$ cat config.mk
export PLATFORM = sky130hd
export DESIGN_NAME = sigmoid_backward
export DESIGN_NICKNAME = d
export VERILOG_FILES = /design/src/rtl/sigmoid_backward.sv
export SDC_FILE = /design/constraint.sdc
export NUM_CORES = 2
export LEC_CHECK = 0
export ABC_AREA = 1
export BUFFER_PORTS_ARGS = -buffer_cell sky130_fd_sc_hd__buf_4
export CORE_MARGIN = 4
export CORE_UTILIZATION = 40
export CTS_BUF_LIST = sky130_fd_sc_hd__clkbuf_8
export CTS_CLUSTER_DIAMETER = 30
export DETAILED_ROUTE_END_ITERATION = 12
export PLACE_DENSITY_LB_ADDON = 0.3
export SLEW_MARGIN = 20
export SYNTH_ARGS = -nofsm -noshare
export SYNTH_HDL_FRONTEND = slang
export SYNTH_SLANG_ARGS = --single-unit
export TNS_END_PERCENT = 20
$ cat constraint.sdc
create_clock -name clk -period 31.5 [get_ports clk]
set_input_delay 6.3 -clock clk [delete_from_list [all_inputs] [get_ports clk]]
set_output_delay 6.3 -clock clk [all_outputs]
set_load 0.02 [all_outputs]
$ cat src/rtl/sigmoid_backward.sv
// Sigmoid backward pass: grad_out = grad_in * s * (1 - s), one shared add_sub and multiplier.
// Optional SIGMOID_BWD_BYPASS_EN: s == +0.0 or s == 1.0 short-circuits straight to DONE.

// Normalise, round and pack a significand/exponent pair into an FP word.
module sigmoid_backward_round #(
    parameter int E = 8,
    parameter int M = 24
) (
    input  logic                sign,
    input  logic signed [E+2:0] exp_in,
    input  logic [M+2:0]        man_in,
    input  logic [2:0]          rm,
    output logic [E+M-1:0]      res,
    output logic [4:0]          flags
);
    localparam int MW = M + 3;
    localparam int XW = E + 3;
    localparam int F  = M - 1;
    localparam logic signed [XW-1:0] X_ONE  = XW'(1);
    localparam logic signed [XW-1:0] X_EMAX = XW'((1 << E) - 1);
    localparam logic signed [XW-1:0] X_MW   = XW'(MW);

    logic signed [XW-1:0] lz;
    logic signed [XW-1:0] e;
    logic signed [XW-1:0] rs;
    logic [MW-1:0]        man_n;
    logic [M-1:0]         keep;
    logic [M:0]           rnd;
    logic [M-1:0]         frac_o;
    logic                 gb;
    logic                 st;
    logic                 ix;
    logic                 inc;
    logic                 odd;
    logic                 tiny;
    logic                 ovf_inf;

    function automatic logic [XW-1:0] lzc(input logic [MW-1:0] v);
        logic [XW-1:0] n;
        logic          hit;
        n   = '0;
        hit = 1'b0;
        for (int i = MW - 1; i >= 0; i--) begin
            if (!hit && !v[i]) n = n + XW'(1);
            else hit = 1'b1;
        end
        return n;
    endfunction

    // Normalise (or denormalise into the subnormal range), then round per rm.
    always_comb begin
        lz      = $signed(lzc(man_in));
        e       = X_ONE;
        rs      = '0;
        man_n   = '0;
        keep    = '0;
        rnd     = '0;
        frac_o  = '0;
        gb      = 1'b0;
        st      = 1'b0;
        ix      = 1'b0;
        inc     = 1'b0;
        odd     = 1'b0;
        tiny    = 1'b0;
        ovf_inf = 1'b1;
        res     = {sign, {(E+M-1){1'b0}}};
        flags   = '0;
        if (man_in != '0) begin
            if (exp_in - lz >= X_ONE) begin
                man_n = man_in << lz;
                e     = exp_in - lz;
            end else if (exp_in >= X_ONE) begin
                man_n = man_in << (exp_in - X_ONE);
                e     = X_ONE;
            end else begin
                rs = X_ONE - exp_in;
                if (rs > X_MW) rs = X_MW;
                man_n    = man_in >> rs;
                man_n[0] = man_n[0] | (|(man_in & ~({MW{1'b1}} << rs)));
                e        = X_ONE;
            end
            tiny = !man_n[MW-1];
            keep = man_n[MW-1:3];
            gb   = man_n[2];
            st   = |man_n[1:0];
            ix   = gb | st;
            case (rm)
                3'd1: inc = 1'b0;
                3'd2: inc = sign & ix;
                3'd3: inc = ~sign & ix;
                3'd4: inc = gb;
                3'd6: odd = 1'b1;
                default: inc = gb & (st | keep[0]);
            endcase
            if (odd) keep[0] = keep[0] | ix;
            rnd = {1'b0, keep} + {{M{1'b0}}, inc};
            if (rnd[M]) begin
                frac_o = rnd[M:1];
                e      = e + X_ONE;
            end else begin
                frac_o = rnd[M-1:0];
            end
            case (rm)
                3'd1, 3'd6: ovf_inf = 1'b0;
                3'd2:       ovf_inf = sign;
                3'd3:       ovf_inf = ~sign;
                default:    ovf_inf = 1'b1;
            endcase
            if (e >= X_EMAX) begin
                flags = 5'b00101;
                if (ovf_inf) res = {sign, {E{1'b1}}, {F{1'b0}}};
                else res = {sign, {(E-1){1'b1}}, 1'b0, {F{1'b1}}};
            end else begin
                flags = {3'b000, tiny & ix, ix};
                res   = {sign, frac_o[M-1] ? e[E-1:0] : {E{1'b0}}, frac_o[F-1:0]};
            end
        end
    end
endmodule

// Combinational FP add/subtract; op=1 computes a - b.
module sigmoid_backward_addsub #(
    parameter int E = 8,
    parameter int M = 24
) (
    input  logic [E+M-1:0] a,
    input  logic [E+M-1:0] b,
    input  logic           op,
    input  logic [2:0]     rm,
    output logic [E+M-1:0] res,
    output logic [4:0]     flags
);
    localparam int W  = E + M;
    localparam int F  = M - 1;
    localparam int MW = M + 3;
    localparam int XW = E + 3;
    localparam logic [W-1:0] QNAN = {1'b0, {E{1'b1}}, 1'b1, {(F-1){1'b0}}};

    logic                 sa, sb;
    logic [E-1:0]         ea, eb;
    logic [F-1:0]         fa, fb;
    logic                 a_nan, b_nan, a_inf, b_inf, any_snan;
    logic                 swap;
    logic                 s_big, s_sml;
    logic [E-1:0]         e_big, e_sml, d;
    logic [M-1:0]         m_big, m_sml;
    logic [MW-1:0]        x_big, x_sml, x_al;
    logic [MW:0]          sum;
    logic                 r_sign;
    logic signed [XW-1:0] r_exp;
    logic [MW-1:0]        r_man;
    logic [W-1:0]         rnd_res;
    logic [4:0]           rnd_flags;
    logic                 special;
    logic [W-1:0]         sp_res;
    logic [4:0]           sp_flags;

    assign sa = a[W-1];
    assign sb = b[W-1] ^ op;
    assign ea = a[W-2:F];
    assign eb = b[W-2:F];
    assign fa = a[F-1:0];
    assign fb = b[F-1:0];
    assign a_nan = (&ea) && (|fa);
    assign b_nan = (&eb) && (|fb);
    assign a_inf = (&ea) && !(|fa);
    assign b_inf = (&eb) && !(|fb);
    assign any_snan = (a_nan && !fa[F-1]) || (b_nan && !fb[F-1]);

    // Align the smaller magnitude to the larger and add or subtract.
    always_comb begin
        swap  = b[W-2:0] > a[W-2:0];
        s_big = swap ? sb : sa;
        s_sml = swap ? sa : sb;
        e_big = swap ? eb : ea;
        e_sml = swap ? ea : eb;
        m_big = {e_big != '0, swap ? fb : fa};
        m_sml = {e_sml != '0, swap ? fa : fb};
        if (e_big == '0) e_big = E'(1);
        if (e_sml == '0) e_sml = E'(1);
        d       = e_big - e_sml;
        x_big   = {m_big, 3'b000};
        x_sml   = {m_sml, 3'b000};
        x_al    = x_sml >> d;
        x_al[0] = x_al[0] | (|(x_sml & ~({MW{1'b1}} << d)));
        if (s_big == s_sml) sum = {1'b0, x_big} + {1'b0, x_al};
        else sum = {1'b0, x_big} - {1'b0, x_al};
        if (sum[MW]) begin
            r_man = {sum[MW:2], sum[1] | sum[0]};
            r_exp = $signed({3'b000, e_big}) + XW'(1);
        end else begin
            r_man = sum[MW-1:0];
            r_exp = $signed({3'b000, e_big});
        end
        r_sign = s_big;
        if (sum == '0) r_sign = (s_big == s_sml) ? s_big : (rm == 3'd2);
    end

    // NaN and infinity operands bypass the rounder.
    always_comb begin
        special  = 1'b1;
        sp_res   = QNAN;
        sp_flags = '0;
        if (a_nan || b_nan) begin
            sp_flags = {any_snan, 4'b0000};
        end else if (a_inf && b_inf && (sa != sb)) begin
            sp_flags = 5'b10000;
        end else if (a_inf) begin
            sp_res = {sa, {E{1'b1}}, {F{1'b0}}};
        end else if (b_inf) begin
            sp_res = {sb, {E{1'b1}}, {F{1'b0}}};
        end else begin
            special = 1'b0;
        end
    end

    sigmoid_backward_round #(.E(E), .M(M)) u_round (
        .sign   (r_sign),
        .exp_in (r_exp),
        .man_in (r_man),
        .rm     (rm),
        .res    (rnd_res),
        .flags  (rnd_flags)
    );

    assign res   = special ? sp_res : rnd_res;
    assign flags = special ? sp_flags : rnd_flags;
endmodule

// Combinational FP multiply.
module sigmoid_backward_mul #(
    parameter int E = 8,
    parameter int M = 24
) (
    input  logic [E+M-1:0] a,
    input  logic [E+M-1:0] b,
    input  logic [2:0]     rm,
    output logic [E+M-1:0] res,
    output logic [4:0]     flags
);
    localparam int W  = E + M;
    localparam int F  = M - 1;
    localparam int MW = M + 3;
    localparam int XW = E + 3;
    localparam logic [W-1:0] QNAN = {1'b0, {E{1'b1}}, 1'b1, {(F-1){1'b0}}};
    localparam logic signed [XW-1:0] X_BIAS = XW'((1 << (E - 1)) - 1);

    logic                 sx;
    logic [E-1:0]         ea, eb, ea_f, eb_f;
    logic [F-1:0]         fa, fb;
    logic                 a_nan, b_nan, a_inf, b_inf, a_zero, b_zero, any_snan;
    logic [2*M-1:0]       p;
    logic signed [XW-1:0] r_exp;
    logic [MW-1:0]        r_man;
    logic [W-1:0]         rnd_res;
    logic [4:0]           rnd_flags;
    logic                 special;
    logic [W-1:0]         sp_res;
    logic [4:0]           sp_flags;

    assign sx = a[W-1] ^ b[W-1];
    assign ea = a[W-2:F];
    assign eb = b[W-2:F];
    assign fa = a[F-1:0];
    assign fb = b[F-1:0];
    assign a_nan  = (&ea) && (|fa);
    assign b_nan  = (&eb) && (|fb);
    assign a_inf  = (&ea) && !(|fa);
    assign b_inf  = (&eb) && !(|fb);
    assign a_zero = (ea == '0) && (fa == '0);
    assign b_zero = (eb == '0) && (fb == '0);
    assign any_snan = (a_nan && !fa[F-1]) || (b_nan && !fb[F-1]);
    assign ea_f = (ea == '0) ? E'(1) : ea;
    assign eb_f = (eb == '0) ? E'(1) : eb;

    // Full product; top MW bits go to the rounder with the rest folded to sticky.
    always_comb begin
        p        = {{M{1'b0}}, ea != '0, fa} * {{M{1'b0}}, eb != '0, fb};
        r_man    = p[2*M-1:M-3];
        r_man[0] = r_man[0] | (|p[M-4:0]);
        r_exp    = $signed({3'b000, ea_f}) + $signed({3'b000, eb_f}) - X_BIAS + XW'(1);
    end

    // NaN, infinity and zero operands bypass the rounder.
    always_comb begin
        special  = 1'b1;
        sp_res   = QNAN;
        sp_flags = '0;
        if (a_nan || b_nan) begin
            sp_flags = {any_snan, 4'b0000};
        end else if ((a_inf && b_zero) || (b_inf && a_zero)) begin
            sp_flags = 5'b10000;
        end else if (a_inf || b_inf) begin
            sp_res = {sx, {E{1'b1}}, {F{1'b0}}};
        end else if (a_zero || b_zero) begin
            sp_res = {sx, {(W-1){1'b0}}};
        end else begin
            special = 1'b0;
        end
    end

    sigmoid_backward_round #(.E(E), .M(M)) u_round (
        .sign   (sx),
        .exp_in (r_exp),
        .man_in (r_man),
        .rm     (rm),
        .res    (rnd_res),
        .flags  (rnd_flags)
    );

    assign res   = special ? sp_res : rnd_res;
    assign flags = special ? sp_flags : rnd_flags;
endmodule

// Sequencer: SUB (1-s), MUL1 (s*t), MUL2 (t*g) on shared units, then hold in DONE.
module sigmoid_backward #(
    parameter int exp_width  = 8,
    parameter int mant_width = 24
) (
    input  logic                            clk,
    input  logic                            rst_l,
    input  logic                            in_valid,
    output logic                            in_ready,
    input  logic [exp_width+mant_width-1:0] s_in,
    input  logic [exp_width+mant_width-1:0] grad_in,
    input  logic [2:0]                      round_mode,
    output logic                            out_valid,
    input  logic                            out_ready,
    output logic [exp_width+mant_width-1:0] grad_out,
    output logic [4:0]                      exceptions
);
    localparam int W = exp_width + mant_width;
    localparam int F = mant_width - 1;
    localparam logic [W-1:0] ONE = {2'b00, {(exp_width-1){1'b1}}, {F{1'b0}}};

    localparam logic [2:0] IDLE = 3'd0;
    localparam logic [2:0] SUB  = 3'd1;
    localparam logic [2:0] MUL1 = 3'd2;
    localparam logic [2:0] MUL2 = 3'd3;
    localparam logic [2:0] DONE = 3'd4;

    logic [2:0]   state_q, state_d;
    logic [W-1:0] s_q, s_d;
    logic [W-1:0] g_q, g_d;
    logic [2:0]   rm_q, rm_d;
    logic [W-1:0] t_q, t_d;
    logic [W-1:0] grad_q, grad_d;
    logic [4:0]   flags_q, flags_d;

    logic [W-1:0] add_res, mul_res, mul_a, mul_b;
    logic [4:0]   add_flags, mul_flags;

    assign in_ready   = (state_q == IDLE);
    assign out_valid  = (state_q == DONE);
    assign grad_out   = grad_q;
    assign exceptions = flags_q;

    // Multiplier operand select: MUL1 uses (s, 1-s), MUL2 uses (s(1-s), g).
    always_comb begin
        mul_a = (state_q == MUL2) ? t_q : s_q;
        mul_b = (state_q == MUL2) ? g_q : t_q;
    end

    sigmoid_backward_addsub #(.E(exp_width), .M(mant_width)) u_add (
        .a     (ONE),
        .b     (s_q),
        .op    (1'b1),
        .rm    (rm_q),
        .res   (add_res),
        .flags (add_flags)
    );

    sigmoid_backward_mul #(.E(exp_width), .M(mant_width)) u_mul (
        .a     (mul_a),
        .b     (mul_b),
        .rm    (rm_q),
        .res   (mul_res),
        .flags (mul_flags)
    );

    // Next-state and datapath register updates, one unit result per state.
    always_comb begin
        state_d = state_q;
        s_d     = s_q;
        g_d     = g_q;
        rm_d    = rm_q;
        t_d     = t_q;
        grad_d  = grad_q;
        flags_d = flags_q;
        unique case (state_q)
            IDLE: begin
                if (in_valid) begin
                    s_d     = s_in;
                    g_d     = grad_in;
                    rm_d    = round_mode;
                    flags_d = '0;
                    state_d = SUB;
`ifdef SIGMOID_BWD_BYPASS_EN
                    if ((s_in == '0) || (s_in == ONE)) begin
                        grad_d  = {grad_in[W-1], {(W-1){1'b0}}};
                        state_d = DONE;
                    end
`endif
                end
            end
            SUB: begin
                t_d     = add_res;
                flags_d = flags_q | add_flags;
                state_d = MUL1;
            end
            MUL1: begin
                t_d     = mul_res;
                flags_d = flags_q | mul_flags;
                state_d = MUL2;
            end
            MUL2: begin
                grad_d  = mul_res;
                flags_d = flags_q | mul_flags;
                state_d = DONE;
            end
            DONE: begin
                if (out_ready) state_d = IDLE;
            end
            default: state_d = IDLE;
        endcase
    end

    // State and datapath registers.
    always_ff @(posedge clk or negedge rst_l) begin
        if (!rst_l) begin
            state_q <= IDLE;
            s_q     <= '0;
            g_q     <= '0;
            rm_q    <= '0;
            t_q     <= '0;
            grad_q  <= '0;
            flags_q <= '0;
        end else begin
            state_q <= state_d;
            s_q     <= s_d;
            g_q     <= g_d;
            rm_q    <= rm_d;
            t_q     <= t_d;
            grad_q  <= grad_d;
            flags_q <= flags_d;
        end
    end
endmodule

==> results.tsv <==
metric	value	unit
area_growth_syn_to_layout	5.15	%
fin_crit_sh	93.4	%
synth.avg_cell_area	6.29	µm²
yosysTopAreaCell	fa_1	
yosys_warnings	0	
fill_cells	13305	
setup_slack	2090	ps
finalNetCount	8759	
report.final.hold_viol_count	0	
placed_area	51900	µm²
outcome	completed	
viasPerCell	5.51	
cts_hold_repair.buffers	0	
firstDrtPassIters	7	
fmax	34.0	MHz
slowest_stage	o21ai_0	
grt_pass1_wl	296	mm
regArea	3450	µm²
setup_tns	0	ps
ant_nets	0	
grt_pass1_vias	50375	
synth_edf_count	0	
syn_area	49900	µm²
placementRows	129	
synthCells	7930	
final_area	52400	µm²
synth_ff_type	dfrtp_1	
setup_viol	0	
crit_arrival	29800	ps
htree_num_levels	4	
holdPathStages	2	
drcViolationCount	0	
drive_above_1_share	9.10	%
cts_root_buf	clkbuf_8	
grt_max_degree	137	
antenna_found_initial	3	
dieArea	130000	µm²
via_count	52510	
grt_usage	29.0	%
startpoint_type	flip-flop	
async_flop_share	100	%
cts_tree	built	
core_area	124000	µm²
multi_input_area	39400	µm²
initial_core_util	40.3	%
clkSinkCount	138	
ys_types	91	
critPathMaxStageDelay	800	ps
grt_setup_unrepaired	false	
clk_pin_slew	80	ps
die_width	361	µm
hpwl	160	mm
drtIter0Drc	5500	
max_slew_margin	20.3	%
yosysMostFrequentCell	nand2_1	
fin_worst_skew	15.0	ps
clkLatencyLatePin	510	ps
worst-path-max-fanout	42	
grt_overflow	0	
critical_path_class	reg2reg	
cpMostUsedCell	nand2_1	
reg2reg_depth	151	
wire_per_inst	20.3	µm
min_period	29410	ps
routed_wl	194	mm
synth.area.top_cells	fa_1, nand2_1, inv_1	
maxCapViolCount	0	
cts.path.max_buffers	2	
seq_area_frac_synth	6.93	%
slew_viol_final	0	
tightestPinTransition	1190	ps
synth_commonest_cells	nand2_1, inv_1, nor2_1	
gp_congestion	1.05	
io_pins	110	
io_buffer_count	108	
synth_top_cell_area_share	19.6	%
end_kind	flip-flop	
dp_slack	1370	ps
synth_seq_cells	138	
die_h	361	µm
hp-class	reg2reg	
worstPathRequired	31880	ps
cts_made_buffers	17	
layer usage:
metal | up-vias | share of wire (%) | track usage [%]
li1 | 24811 | - | -
met1 | 24992 | 44 | 40.5
met2 | 2366 | 43 | 44.9
met3 | 339 | 9.8 | 6.18
met4 | 2 | 3.5 | 8.64
met5 | - | 0.0057 | 0
worst paths after layout:
check	startpoint	slack, ps	to
max reg2reg	state_q[2]$_DFFE_PN0P_	2090	t_q[0]$_DFFE_PN0P_
max	state_q[2]$_DFFE_PN0P_	2090	t_q[0]$_DFFE_PN0P_
max in group asynchronous	rst_l	24270	exceptions[1]$_DFFE_PN0P_
min reg2reg	g_q[20]$_DFFE_PN0P_	480	g_q[20]$_DFFE_PN0P_
min in group asynchronous	rst_l	5830	s_q[31]$_DFFE_PN0P_
min	g_q[20]$_DFFE_PN0P_	480	g_q[20]$_DFFE_PN0P_
sequential cells by signal, indices dropped and copies added (netlist names):
name        cells
exceptions      4
g_q            32
grad_out       32
rm_q            3
s_q            32
state_q         3
t_q            32
cell families after synthesis:
family | count (synthesis) | synth area share (%)
adder cells (fa/ha/maj) | 805 | 27.5
AO/OA/AOI/OAI | 967 | 11.3
buffers and inverters | 1722 | 14.4
XOR/XNOR | 147 | 2.63
AND/OR/NAND/NOR | 4141 | 37.0
multiplexers | 8 | 0.161
flip-flops | 138 | 6.93
other | 2 | 0.0151
metrics by stage:
stage,std cells,utilization [%],hold WS (ps)
after floorplan,7932,-,437
after global placement,9497,41.9,454
after detailed placement,9497,41.9,465
after CTS,9527,42.2,483
after global routing,9532,42.3,514
final,9538,42.3,482
layout make-up:
class | instances | area share, %
clock inverters | 12 | 0.332
multi-input cells | 6073 | 75.1
clock buffers | 18 | 0.473
diodes | 7 | 0.0334
well taps | 1637 | 3.91
inverters | 1432 | 10.3
flip-flops and latches | 138 | 6.59
repair buffers | 221 | 3.21
layout by cell type (no fill, tap or decap), drive strengths merged, types with 5 or more instances in the layout:
cell     Yosys  final
nor4        26     26
nand4      154    154
o22ai       42     42
clkbuf     194     19
o21ai      489    489
nand2     2229   2229
bufinv       1      5
a31oi       37     37
or2         37     37
a221oi       5      5
o31ai       11     11
a21oi      230    230
diode        0      7
a211oi       8      8
o211ai      43     43
fa         487    487
inv       1404   1407
xnor2       46     46
a21boi       8      8
ha         318    318
nor2       893    894
clkinv      27     29
nand3      691    691
mux2i        8      8
nor3        68     68
o221ai       8      8
xor2       101    101
o21bai      15     15
and2        18     18
a21o         8      8
o2111ai      8      8
o21a        10     10
dfrtp      138    138
buf         95    220
a22oi       18     18
nand3b      17     17
timing repair:
item,4_1_cts,5_1_grt
endpoints found under the setup margin,0,65
setup buffers,0,2
gates resized for setup,0,26
endpoints found under the hold margin,0,0
worst max-delay path: cells and delay by family, from the launching register on:
| kind | cells | cell delay, ps |
|---|---|---|
| AO/OA/AOI/OAI | 19 | 4000 |
| buffers and inverters | 21 | 2560 |
| adder cells (fa/ha/maj) | 35 | 11230 |
| flip-flops | 1 | 410 |
| XOR/XNOR | 1 | 230 |
| AND/OR/NAND/NOR | 75 | 10780 |
Power is not shown: default switching activity piles up to over one toggle a cycle in this logic, so the estimate is an artifact.
